**src/rtl/pe_vec_adder_if.sv**
```systemverilog
// Handshake and data bundle for pe_vec_adder: input beat side and output beat side.
// The slave modport is the adder's view; the master modport is the producer/consumer view.
interface pe_vec_adder_if #(
    parameter int LANES = 4,
    parameter int WIDTH = 8
);
    logic                   in_valid;
    logic                   in_ready;
    logic [LANES*WIDTH-1:0] a;
    logic [LANES*WIDTH-1:0] b;
    logic                   sgn;
    logic                   sat;
    logic                   out_valid;
    logic                   out_ready;
    logic [LANES*WIDTH-1:0] sum;
    logic [LANES-1:0]       ovf;

    modport master (
        output in_valid, a, b, sgn, sat, out_ready,
        input  in_ready, out_valid, sum, ovf
    );

    modport slave (
        input  in_valid, a, b, sgn, sat, out_ready,
        output in_ready, out_valid, sum, ovf
    );
endinterface

```
**src/rtl/pe_vec_adder.sv**
```systemverilog
// Multi-lane two-stage adder with per-beat signed/unsigned and wrap/saturate selection.
// Optional overflow-beat counter output ovf_cnt enabled by `define PE_VEC_ADDER_OVF_CNT_EN.
module pe_vec_adder #(
    parameter int LANES = 4,
    parameter int WIDTH = 8
) (
    input  logic          clk,
    input  logic          rst,
    input  logic          en,
    pe_vec_adder_if.slave bus
`ifdef PE_VEC_ADDER_OVF_CNT_EN
    ,
    output logic [15:0]   ovf_cnt
`endif
);

    logic                       advance;
    logic                       vld_p1;
    logic                       vld_p2;
    logic [LANES-1:0][WIDTH:0]  raw_d;
    logic [LANES-1:0][WIDTH:0]  raw_p1;
    logic                       sgn_p1;
    logic                       sat_p1;
    logic [LANES*WIDTH-1:0]     sum_p2;
    logic [LANES-1:0]           ovf_p2;

    function automatic logic signed [WIDTH:0] extend(input logic [WIDTH-1:0] v,
                                                     input logic is_sgn);
        return is_sgn ? $signed({v[WIDTH-1], v}) : $signed({1'b0, v});
    endfunction

    // Returns {ovf, result}; one extra bit of headroom makes overflow exact in both modes.
    function automatic logic [WIDTH:0] finish_lane(input logic [WIDTH:0] raw,
                                                   input logic is_sgn,
                                                   input logic is_sat);
        logic             o;
        logic [WIDTH-1:0] r;
        o = is_sgn ? (raw[WIDTH] ^ raw[WIDTH-1]) : raw[WIDTH];
        r = raw[WIDTH-1:0];
        if (is_sat && o) begin
            if (!is_sgn)
                r = '1;
            else if (!raw[WIDTH])
                r = {1'b0, {(WIDTH-1){1'b1}}};
            else
                r = {1'b1, {(WIDTH-1){1'b0}}};
        end
        return {o, r};
    endfunction

    assign advance       = en && (!vld_p2 || bus.out_ready);
    assign bus.in_ready  = advance;
    assign bus.out_valid = vld_p2;
    assign bus.sum       = sum_p2;
    assign bus.ovf       = ovf_p2;

    always_comb begin
        raw_d = '0;
        for (int i = 0; i < LANES; i++)
            raw_d[i] = extend(bus.a[i*WIDTH +: WIDTH], bus.sgn)
                     + extend(bus.b[i*WIDTH +: WIDTH], bus.sgn);
    end

    always_ff @(posedge clk) begin
        if (!rst) begin
            vld_p1 <= 1'b0;
            vld_p2 <= 1'b0;
        end else if (advance) begin
            vld_p1 <= bus.in_valid;
            vld_p2 <= vld_p1;
        end
    end

    // Stage 1: raw extended sums plus the beat's mode bits
    always_ff @(posedge clk) begin
        if (advance && bus.in_valid) begin
            raw_p1 <= raw_d;
            sgn_p1 <= bus.sgn;
            sat_p1 <= bus.sat;
        end
    end

    // Stage 2: final result and overflow, held while the consumer stalls
    always_ff @(posedge clk) begin
        if (!rst) begin
            sum_p2 <= '0;
            ovf_p2 <= '0;
        end else if (advance && vld_p1) begin
            for (int i = 0; i < LANES; i++)
                {ovf_p2[i], sum_p2[i*WIDTH +: WIDTH]} <= finish_lane(raw_p1[i], sgn_p1, sat_p1);
        end
    end

`ifdef PE_VEC_ADDER_OVF_CNT_EN
    always_ff @(posedge clk) begin
        if (!rst)
            ovf_cnt <= '0;
        else if (en && vld_p2 && bus.out_ready && (|ovf_p2) && (ovf_cnt != 16'hFFFF))
            ovf_cnt <= ovf_cnt + 16'd1;
    end
`endif

endmodule

```
**src/flat_wrapper.sv**
```systemverilog
// flat-port wrapper written by rule: the top's interface ports become plain ports
module pe_vec_adder_flat 
#(
    parameter int LANES = 4,
    parameter int WIDTH = 8
)
  (clk, rst, en, bus_in_valid, bus_a, bus_b, bus_sgn, bus_sat, bus_out_ready, bus_in_ready, bus_out_valid, bus_sum, bus_ovf);
  pe_vec_adder_if #(.LANES(LANES), .WIDTH(WIDTH)) bus_i ();
  input  logic clk;
  input  logic rst;
  input  logic en;
  input wire logic [$bits(bus_i.in_valid)-1:0] bus_in_valid;
  input wire logic [$bits(bus_i.a)-1:0] bus_a;
  input wire logic [$bits(bus_i.b)-1:0] bus_b;
  input wire logic [$bits(bus_i.sgn)-1:0] bus_sgn;
  input wire logic [$bits(bus_i.sat)-1:0] bus_sat;
  input wire logic [$bits(bus_i.out_ready)-1:0] bus_out_ready;
  output wire logic [$bits(bus_i.in_ready)-1:0] bus_in_ready;
  output wire logic [$bits(bus_i.out_valid)-1:0] bus_out_valid;
  output wire logic [$bits(bus_i.sum)-1:0] bus_sum;
  output wire logic [$bits(bus_i.ovf)-1:0] bus_ovf;
  assign bus_i.in_valid = bus_in_valid;
  assign bus_i.a = bus_a;
  assign bus_i.b = bus_b;
  assign bus_i.sgn = bus_sgn;
  assign bus_i.sat = bus_sat;
  assign bus_i.out_ready = bus_out_ready;
  assign bus_in_ready = bus_i.in_ready;
  assign bus_out_valid = bus_i.out_valid;
  assign bus_sum = bus_i.sum;
  assign bus_ovf = bus_i.ovf;
  pe_vec_adder #(.LANES(LANES), .WIDTH(WIDTH)) u_core (.clk(clk), .rst(rst), .en(en), .bus(bus_i));
endmodule
```
**config.mk**
```make
export PLATFORM = sky130hd
export DESIGN_NAME = pe_vec_adder_flat
export DESIGN_NICKNAME = d
export VERILOG_FILES = /design/src/rtl/pe_vec_adder_if.sv /design/src/rtl/pe_vec_adder.sv /design/src/flat_wrapper.sv
export SDC_FILE = /design/constraint.sdc
export NUM_CORES = 1
export LEC_CHECK = 0
export BUFFER_PORTS_ARGS = -buffer_cell sky130_fd_sc_hd__buf_2
export CORE_ASPECT_RATIO = 1.4
export CORE_UTILIZATION = 45
export DETAILED_ROUTE_END_ITERATION = 10
export GPL_TIMING_DRIVEN = 0
export PLACE_DENSITY = 0.77
export SYNTH_ARGS = -nofsm -noshare
export SYNTH_HDL_FRONTEND = slang
export SYNTH_SLANG_ARGS = --single-unit
```
**constraint.sdc**
```tcl
create_clock -name clk -period 3.3 [get_ports clk]
set_clock_uncertainty 0.1 [all_clocks]
set_input_delay 0.66 -clock clk [delete_from_list [all_inputs] [get_ports clk]]
set_output_delay 0.66 -clock clk [all_outputs]
set_load 0.01 [all_outputs]
```
==> flow_metrics.py, run 1 <==
metrics = {
    "global_routing": {
        "overflow": 0,
        "grt_start_max_net_pins": 29,
        "track_usage_pct": 18.5,
        "antenna_found_initial": 0,
        "grt_first_pass_wirelength_um": 14200,
        "first_global_vias": 3223,
    },
    "place": {
        "port-buffer-count": 107,
        "gp_congestion": 0.873,
        "place_area_um2": 4830,
        "dp_hpwl_um": 6720,
        "place_ws_ns": 0.827,
    },
    "clock_network": {
        "cts_hold_buf": 0,
        "h-tree-depth": 3,
        "cts_root_buf": "clkbuf_16",
        "clockBufferDepth": 2,
        "cts.reportedPaths.clkPinSlew_ns": 0.05,
        "post_cts_buffers": 0,
        "post_cts_resized": 0,
        "clock_sinks": 76,
        "cts_tree": "built",
        "cts_made_buffers": 9,
        "worstSkewPairLatency_ns": 0.33,
    },
    "min_path": {
        "min_from": "u_core.bus.sum[31]",
        "hold_class": "register to register",
        "hold_path_end": "u_core.bus.sum[31]",
        "whs_path_depth": 1,
    },
    "synth": {
        "synth_seq_cells": 76,
        "synth.net_count": 523,
        "yosys_warnings": 0,
        "yosysSeqAreaShare_pct": 46.0,
        "async_flop_share_pct": 0,
        "synth-edff-count": 38,
        "synth_area_um2": 4130,
        "syn_avg_cell_area_um2": 9.94,
        "synth_top_flop_cell": "edfxtp_1",
        "ys_types": 42,
        "synth_cells": 416,
    },
    "drt": {
        "vias": 3553,
        "firstDrtPassIters": 4,
        "wl_um": 8770,
        "drc_errors": 0,
        "avgRoutedWirePerCell_um": 13.6,
        "drt-vias-per-instance": 5.49,
        "antenna_left": 0,
        "drt-initial-drc-count": 143,
    },
    "die": {
        "die_w_um": 83.0,
        "die-area_um2": 9580,
        "fp.dieH_um": 115,
        "rows": 41,
        "core_um2": 8980,
        "start_util_pct": 46.0,
        "boundaryPins": 109,
    },
    "power_and_ir_drop": {
        "power_density_nw_per_um2": 488,
        "p_leak_nw": 2.37,
        "total_power_w": 0.00250,
        "vdd_drop_max_mv": 0.365,
    },
    "timing": {
        "period_minus_slack_ns": 2.32,
        "rsz0062_at_grt": "no",
        "maxSlewHeadroom_pct": 51.8,
        "period_share_pct": 70.3,
        "drv_slew": 0,
        "worstMarginPinSlew_ns": 0.718,
        "max_freq_mhz": 431,
        "setup_viol": 0,
        "layout_setup_ws_ns": 0.979,
        "hold_viol": 0,
    },
    "worst_setup_path": {
        "crit_buf_inv": 3,
        "regToRegSetupSlack_ns": 1.57,
        "rr_endpoint": "u_core.raw_p1[33]",
        "crit_family": "compound AO/OA/AOI/OAI gates",
        "critPathSlowestCell": "o21ai_1",
        "r2r_cells": 4,
        "slowest_delay_ns": 0.56,
        "path_cells": "buf_2, o21ai_1, inv_1, buf_2",
        "end_kind": "output pin",
        "cp-start-kind": "primary input",
        "timing.critical_path.mode_cell": "buf_2",
        "arrival_ns": 1.56,
        "worst-path-max-fanout": 8,
        "required_ns": 2.54,
        "path_class": "primary input to output pin",
        "timing.rr.start": "u_core.bus.out_valid",
    },
    "finish": {
        "synthToLayoutAreaGrowth_pct": 24.1,
        "diodes": 0,
        "final_layout_size_suffix_gt1_share_pct": 23.7,
        "nFillCells": 791,
        "final_area_um2": 5130,
        "nNetsFinal": 642,
    },
    "run": {
        "max_cap_violations": 0,
    },
    "outcome": {
        "status": "finished, final reports clean",
    },
}
-- cells by family after synthesis --
kind of cell / count (synthesis) / synth area share (%)
AO/OA/AOI/OAI: 150 / 22.7
AND/OR/NAND/NOR: 103 / 11.8
flip-flops: 76 / 46.0
adder cells (fa/ha/maj): 36 / 11.6
buffers and inverters: 26 / 2.51
XOR/XNOR: 21 / 4.45
multiplexers: 4 / 0.969
-- metal layers --
| layer | GRT usage, % | part of all wire (%) | wire length [um] |
|---|---|---|---|
| met1 | 19.9 | 39 | 3440 |
| met2 | 34.0 | 53 | 4610 |
| met3 | 3.23 | 5.2 | 460 |
| met4 | 11.4 | 3.0 | 264 |
| met5 | 0 | 0 | 0 |
-- synthesized netlist by cell type (7+ instances only) --
library cell | number | area share [%]
inv_1 | 12 | 1.1
o21ai_1 | 8 | 0.97
clkbuf_1 | 10 | 0.91
a21oi_1 | 24 | 2.9
edfxtp_1 | 38 | 28
dfxtp_1 | 38 | 18
o211a_1 | 9 | 2.2
ha_1 | 32 | 9.7
xor2_1 | 11 | 2.3
nand2_1 | 53 | 4.8
nor2b_1 | 8 | 1.2
a211oi_1 | 8 | 1.5
o21ai_0 | 43 | 5.2
nor2_1 | 17 | 1.5
xnor2_1 | 10 | 2.1
a31oi_1 | 29 | 4.4
a21boi_0 | 7 | 1.3
-- state kept, by name, summed over array words and instances, names as in the netlist --
name and cells:
u_core.raw_p1 36, u_core.bus.sum 32, u_core.bus.ovf 4, u_core.bus.out_valid 1, u_core.sat_p1 1, u_core.sgn_p1 1, u_core.vld_p1 1
-- through the flow --
stage | setup TNS [ns] | hold WS (ns) | utilization, % | std cells
final | 0 | 0.398 | 57.1 | 647
after global routing | 0 | 0.408 | 57.1 | 647
after CTS | 0 | 0.397 | 57.1 | 647
after detailed placement | 0 | 0.384 | 53.8 | 631
after global placement | -17.55 | 0.387 | 53.5 | 630
after floorplan | 0 | 0.410 | - | 416
-- cell type report --
type / count / area, um2 / area share (%)
Buffer: 14 / 58.8 / 1.15
Clock buffer: 14 / 285 / 5.56
Clock inverter: 2 / 12.5 / 0.244
Inverter: 12 / 45.0 / 0.878
Multi-Input combinational cell: 314 / 2140 / 41.6
Sequential cell: 76 / 1900 / 37.1
Tap cell: 107 / 134 / 2.61
Timing Repair Buffer: 108 / 556 / 10.8
-- cells in the final DEF (no fill, tap or decap), drive strengths merged, types with 10 or more instances in the layout --
| master | instances |
|---|---|
| a21oi | 24 |
| a31oi | 29 |
| buf | 112 |
| clkbuf | 24 |
| dfxtp | 38 |
| edfxtp | 38 |
| ha | 32 |
| inv | 14 |
| nand2 | 53 |
| nor2 | 17 |
| o21ai | 52 |
| xnor2 | 10 |
| xor2 | 11 |
-- report_power, final --
| group | total [W] | internal (W) | leakage, nW | switching [W] |
|---|---|---|---|---|
| Combinational | 0.000449 | 0.000200 | 1.56 | 0.000250 |
| Sequential | 0.00110 | 0.00107 | 0.665 | 0.0000255 |
| Clock | 0.000954 | 0.000597 | 0.149 | 0.000357 |
-- worst register-to-register path: cells and delay by family (launching register included) --
kind,cells,cell delay (ns)
flip-flops,1,0.33
AO/OA/AOI/OAI,1,0.58
AND/OR/NAND/NOR,1,0.18
buffers and inverters,2,0.29
-- worst max-delay path by stage --
| stage | from | to | slack [ns] | cells after the start |
|---|---|---|---|---|
| floorplan | en | u_core.raw_p1[0] | 0.32 | 2 |
| global placement | en | u_core.raw_p1[1] | -0.46 | 3 |
| detailed placement | bus_b[8] | u_core.raw_p1[17] | 0.83 | 7 |
| CTS | bus_out_ready | bus_in_ready | 0.99 | 4 |
| global route | u_core.bus.out_valid | bus_in_ready | 0.87 | 4 |
| finish | bus_out_ready | bus_in_ready | 0.98 | 4 |
(Power assumes the default switching activity.)
==> run 2: changes to the inputs <==
- clock period: 3.3 -> 2.23 ns (I/O delays scaled with it)
==> run 2 against run 1 <==
  * Hold slack got worse by 0.20 ns
  * Highest routed layer unchanged
  * Via count grew 0.25%
  * Routed wire length is 0.24% lower
  * Power rose by 48%
  * Clock power is 48% higher
==> flow_metrics.py, run 2 (synthesis results as in run 1) <==
metrics = {
    "die": {
        "fp.dieH_um": 115,
        "core_um2": 8980,
        "boundaryPins": 109,
        "die-area_um2": 9580,
        "start_util_pct": 46.0,
        "die_w_um": 83.0,
        "rows": 41,
    },
    "finish": {
        "diodes": 0,
        "final_area_um2": 5120,
        "layout_common_cells": "buf_2 (109), nand2_1 (53), o21ai_0 (43), dfxtp_1 (38), edfxtp_1 (38)",
        "regMostFlops": "u_core.raw_p1",
        "fin_cells": 647,
        "final_common_cell": "buf_2",
        "final_layout_size_suffix_gt1_share_pct": 23.9,
        "synthToLayoutAreaGrowth_pct": 24.0,
        "nNetsFinal": 642,
        "largest_register_ffs": 36,
    },
    "drt": {
        "antenna_left": 0,
        "avgRoutedWirePerCell_um": 13.5,
        "vias": 3562,
        "drc_errors": 0,
        "wl_um": 8750,
        "drt-initial-drc-count": 175,
        "firstDrtPassIters": 4,
        "drt-vias-per-instance": 5.51,
    },
    "clock_network": {
        "cts_root_buf": "clkbuf_16",
        "cts.reportedPaths.clkPinSlew_ns": 0.06,
        "h-tree-depth": 3,
        "post_cts_buffers": 0,
        "post_cts_resized": 0,
        "clock_sinks": 76,
        "worstSkewPairLatency_ns": 0.32,
        "cts_hold_buf": 0,
        "cts_made_buffers": 9,
        "clockBufferDepth": 2,
        "cts_tree": "built",
    },
    "worst_setup_path": {
        "critPathSlowestCell": "o21ai_1",
        "rr_endpoint": "u_core.raw_p1[5]",
        "r2r_cells": 4,
        "arrival_ns": 1.52,
        "slowest_delay_ns": 0.57,
        "timing.critical_path.mode_cell": "inv_1",
        "end_kind": "output pin",
        "path_cells": "inv_1, o21ai_1, inv_1, buf_2",
        "cp-start-kind": "register",
        "required_ns": 1.68,
        "crit_buf_inv": 3,
        "cp_num_cells": 4,
        "path_class": "register to output pin",
        "regToRegSetupSlack_ns": 0.49,
        "crit_family": "compound AO/OA/AOI/OAI gates",
        "timing.rr.start": "u_core.bus.out_valid",
        "worst-path-max-fanout": 8,
    },
    "power_and_ir_drop": {
        "p_leak_nw": 2.36,
        "power_density_nw_per_um2": 722,
        "total_power_w": 0.00370,
        "vdd_drop_max_mv": 0.569,
    },
    "timing": {
        "rsz0062_at_grt": "no",
        "layout_setup_ws_ns": 0.163,
        "drv_slew": 0,
        "period_minus_slack_ns": 2.07,
        "max_freq_mhz": 484,
        "hold_ws_ns": 0.195,
        "period_share_pct": 92.7,
        "hold_viol": 0,
        "maxSlewHeadroom_pct": 52.8,
        "worstMarginPinSlew_ns": 0.703,
        "setup_viol": 0,
    },
    "global_routing": {
        "antenna_found_initial": 0,
        "track_usage_pct": 18.5,
        "first_global_vias": 3247,
        "overflow": 0,
        "grt_first_pass_wirelength_um": 14200,
        "grt_start_max_net_pins": 29,
    },
    "outcome": {
        "status": "finished, final reports clean",
    },
    "run": {
        "max_cap_violations": 0,
    },
    "min_path": {
        "min_from": "bus_sat",
        "hold_class": "primary input to register",
        "hold_path_end": "u_core.sat_p1",
        "whs_path_depth": 1,
    },
    "place": {
        "port-buffer-count": 107,
        "dp_hpwl_um": 6820,
        "dp.cells": 631,
        "place_ws_ns": -0.0300,
        "gp_congestion": 0.860,
        "place_area_um2": 4830,
    },
}
## run 2: report_power, final
group | switching [W] | internal, W | leakage (nW)
sequential | 0.0000371 | 0.00159 | 0.665
clock | 0.000543 | 0.000866 | 0.142
combinational | 0.000371 | 0.000295 | 1.56
## run 2: stage by stage
step	TNS [ns]	utilization, %
floorplan	0	-
global route	0	57.1
global placement	-18.32	53.5
CTS	0	57.1
finish	0	57.1
detailed placement	-0.0585	53.8
## run 2: worst reg2reg max path, cell delays in order (launching register included)
cell and delay (ns):
dfxtp_1 0.34, inv_1 0.06, o21ai_1 0.57, nor2_4 0.19, buf_12 0.23
## run 2: worst max path at each step
| stage | slack, ns | end | startpoint |
|---|---|---|---|
| after CTS | 0.16 | bus_in_ready | u_core.bus.out_valid |
| final | 0.16 | bus_in_ready | u_core.bus.out_valid |
| after floorplan | 0.09 | u_core.raw_p1[0] | en |
| after global placement | -0.48 | u_core.raw_p1[1] | en |
| after global routing | 0.05 | bus_in_ready | u_core.bus.out_valid |
| after detailed placement | -0.03 | u_core.raw_p1[17] | bus_b[8] |
## run 2: layout make-up
class / count / area (um2)
fillers: 789 / 3850
clock buffers: 10 / 229
inverters: 12 / 45.0
clock inverters: 6 / 65.1
flip-flops and latches: 76 / 1900
plain buffers: 14 / 58.8
repair buffers: 108 / 556
well taps: 107 / 134
multi-input cells: 314 / 2140
## run 2: routing by layer
| layer | track usage, % | up-vias | wire length (um) | part of all wire (%) |
|---|---|---|---|---|
| li1 | - | 1796 | - | - |
| met1 | 19.7 | 1650 | 3340 | 38 |
| met2 | 35.7 | 101 | 4800 | 55 |
| met3 | 3.52 | 15 | 419 | 4.8 |
| met4 | 7.24 | 0 | 195 | 2.2 |
| met5 | 0 | - | 0 | 0 |
==> run 3: changes to the inputs <==
- ABC_AREA: not set -> 1
- PLACE_DENSITY: 0.77 -> 0.76
==> run 3 against run 2 <==
  * Via count is 12% higher
  * Synthesized area up 14%
  * Setup slack improved by 0.20 ns
  * Synthesized cell count is 41% higher
  * Register-to-register slack got worse by 0.13 ns
  * Hold slack improved by 0.012 ns
  * Critical path type is now register to register
==> flow_metrics.py, run 3 <==
metrics = {
    "global_routing": {
        "grt_first_pass_wirelength_um": 15400,
        "use_met2_pct": 31.6,
        "grt_use_met1_pct": 21.7,
        "first_global_vias": 3632,
        "gr-max-usage-layer": "met2",
        "track_usage_pct": 18.4,
        "globalRouteMet3Util_pct": 2.74,
        "grt_start_max_net_pins": 39,
        "overflow": 0,
        "antenna_found_initial": 0,
    },
    "die": {
        "boundaryPins": 109,
        "start_util_pct": 46.8,
        "die_w_um": 88.5,
        "rows": 43,
        "core_um2": 10100,
        "die-area_um2": 10900,
        "fp.dieH_um": 123,
    },
    "finish": {
        "synthToLayoutAreaGrowth_pct": 21.0,
        "final_common_cell": "nand2_1",
        "layout_common_cells": "nand2_1 (154), buf_2 (109), inv_1 (93), nand3_1 (55), a21oi_1 (49)",
        "largest_register_ffs": 36,
        "fin_util_pct": 56.6,
        "regMostFlops": "u_core.raw_p1",
        "nNetsFinal": 812,
        "nFillCells": 908,
        "fin_cells": 845,
        "diodes": 0,
        "final_layout_size_suffix_gt1_share_pct": 21.4,
    },
    "clock_network": {
        "h-tree-depth": 3,
        "cts.reportedPaths.clkPinSlew_ns": 0.05,
        "clock_sinks": 76,
        "post_cts_buffers": 0,
        "cts_made_buffers": 9,
        "clockBufferDepth": 2,
        "worstSkewPairLatency_ns": 0.33,
        "cts_root_buf": "clkbuf_16",
        "post_cts_resized": 0,
        "cts_tree": "built",
        "cts_hold_buf": 0,
    },
    "drt": {
        "drt-initial-drc-count": 129,
        "antenna_left": 0,
        "vias": 3989,
        "drc_errors": 0,
        "firstDrtPassIters": 4,
        "drt-vias-per-instance": 4.72,
        "wl_um": 9510,
        "avgRoutedWirePerCell_um": 11.3,
    },
    "synth": {
        "yosysMostFrequentCell": "nand2_1",
        "synth-edff-count": 38,
        "synth_top_flop_cell": "edfxtp_1",
        "yosysTopAreaCell": "edfxtp_1",
        "synth.net_count": 692,
        "synth.area.top_cells": "edfxtp_1 (24%), dfxtp_1 (16%), nand2_1 (12%), ha_1 (8.5%), inv_1 (7.4%)",
        "ys_types": 32,
        "async_flop_share_pct": 0,
        "synth_common_cells": "nand2_1 (154), inv_1 (93), nand3_1 (55)",
        "synth_cells": 585,
        "synth_top_cell_area_share_pct": 24.2,
        "yosysSeqAreaShare_pct": 40.4,
        "synth_seq_cells": 76,
        "syn_avg_cell_area_um2": 8.05,
        "synth_area_um2": 4710,
        "yosys_warnings": 0,
    },
    "timing": {
        "worstMarginPinSlew_ns": 0.799,
        "setup_tns_ns": 0,
        "setup_viol": 0,
        "period_share_pct": 83.8,
        "drv_slew": 0,
        "max_freq_mhz": 535,
        "maxSlewHeadroom_pct": 46.7,
        "period_minus_slack_ns": 1.87,
        "hold_viol": 0,
        "rsz0062_at_grt": "no",
    },
    "worst_setup_path": {
        "setup.worst_path.start": "u_core.bus.out_valid",
        "cp-start-kind": "register",
        "path_class": "register to register",
        "timing.rr.start": "u_core.bus.out_valid",
        "end_kind": "register",
        "arrival_ns": 1.81,
        "worst-path-max-fanout": 20,
        "required_ns": 2.17,
    },
    "min_path": {
        "hold_class": "primary input to register",
        "min_from": "bus_sat",
    },
    "place": {
        "gp_congestion": 0.847,
        "dp_hpwl_um": 7760,
        "dp.cells": 828,
        "port-buffer-count": 108,
    },
    "power_and_ir_drop": {
        "p_leak_nw": 2.94,
        "total_power_w": 0.00356,
        "vdd_drop_max_mv": 0.293,
        "power_density_nw_per_um2": 625,
    },
    "run": {
        "max_cap_violations": 0,
    },
    "outcome": {
        "status": "finished, final reports clean",
    },
}
## run 3: cell count changes in the layout (fill, tap and decap cells not counted), sizes merged, moves of 29 or more
cell   delta
a31oi    -29
inv      +83
nand2   +106
a21oi    +29
o21ai    -39
nand3    +59
## run 3: layer usage
metal,share of wire [%],wire (um)
met5,0,0
met2,49,4630
met3,3.0,286
met4,3.1,294
met1,45,4300
## run 3: critical path: stages, from the launching register on
cell and delay (ns):
dfxtp_1 0.32, nand2_2 0.09, nand2_4 0.08, inv_4 0.07, nand2_1 0.08, inv_1 0.59
buf_16 0.23
## run 3: path summary, 6_finish.rpt
path                             to  slack [ns]  cells after the start
setup / recovery   u_core.raw_p1[9]        0.36                      6
hold reg to reg   u_core.bus.ovf[0]        0.39                      2
hold / removal        u_core.sat_p1        0.21                      1
setup reg to reg   u_core.raw_p1[9]        0.36                      6
## run 3: kinds of logic (layout without fill, tap and decap cells)
kind of cell               count (synthesis)  in the layout  share of synthesized area, %
buffers and inverters                    107            232                          9.65
and+or+nand+nor                          280            280                          28.9
DFF                                       76             76                          40.4
xor gates and xnor gates                  12             12                          2.23
AOI/OAI and AO/OA                         74             74                          8.61
adders and majority gates                 36             36                          10.2
## run 3: per-stage QoR
stage,instance area [um2],hold slack [ns],setup WS (ns)
final,5700,0.207,0.361
after global routing,5700,0.204,0.221
after CTS,5670,0.203,0.107
after detailed placement,5420,0.376,-0.112
after global placement,5420,0.366,-0.0934
after floorplan,4710,0.387,0.215
## run 3: area by class of cell
type	instances	area (um2)	area share, %
Multi-Input combinational cell	402	2350	41.3
Sequential cell	76	1900	33.4
Timing Repair Buffer	109	568	9.97
Inverter	96	363	6.37
Clock buffer	12	236	4.15
Tap cell	135	169	2.96
Buffer	11	91.3	1.60
Clock inverter	4	16.3	0.285
## run 3: power breakdown
group	switching, W	leakage (nW)	internal [W]	total [W]
registers	0.0000405	0.667	0.00158	0.00162
logic	0.000420	2.15	0.000291	0.000711
clock network	0.000491	0.123	0.000738	0.00123
total	0.000951	2.94	0.00261	0.00356
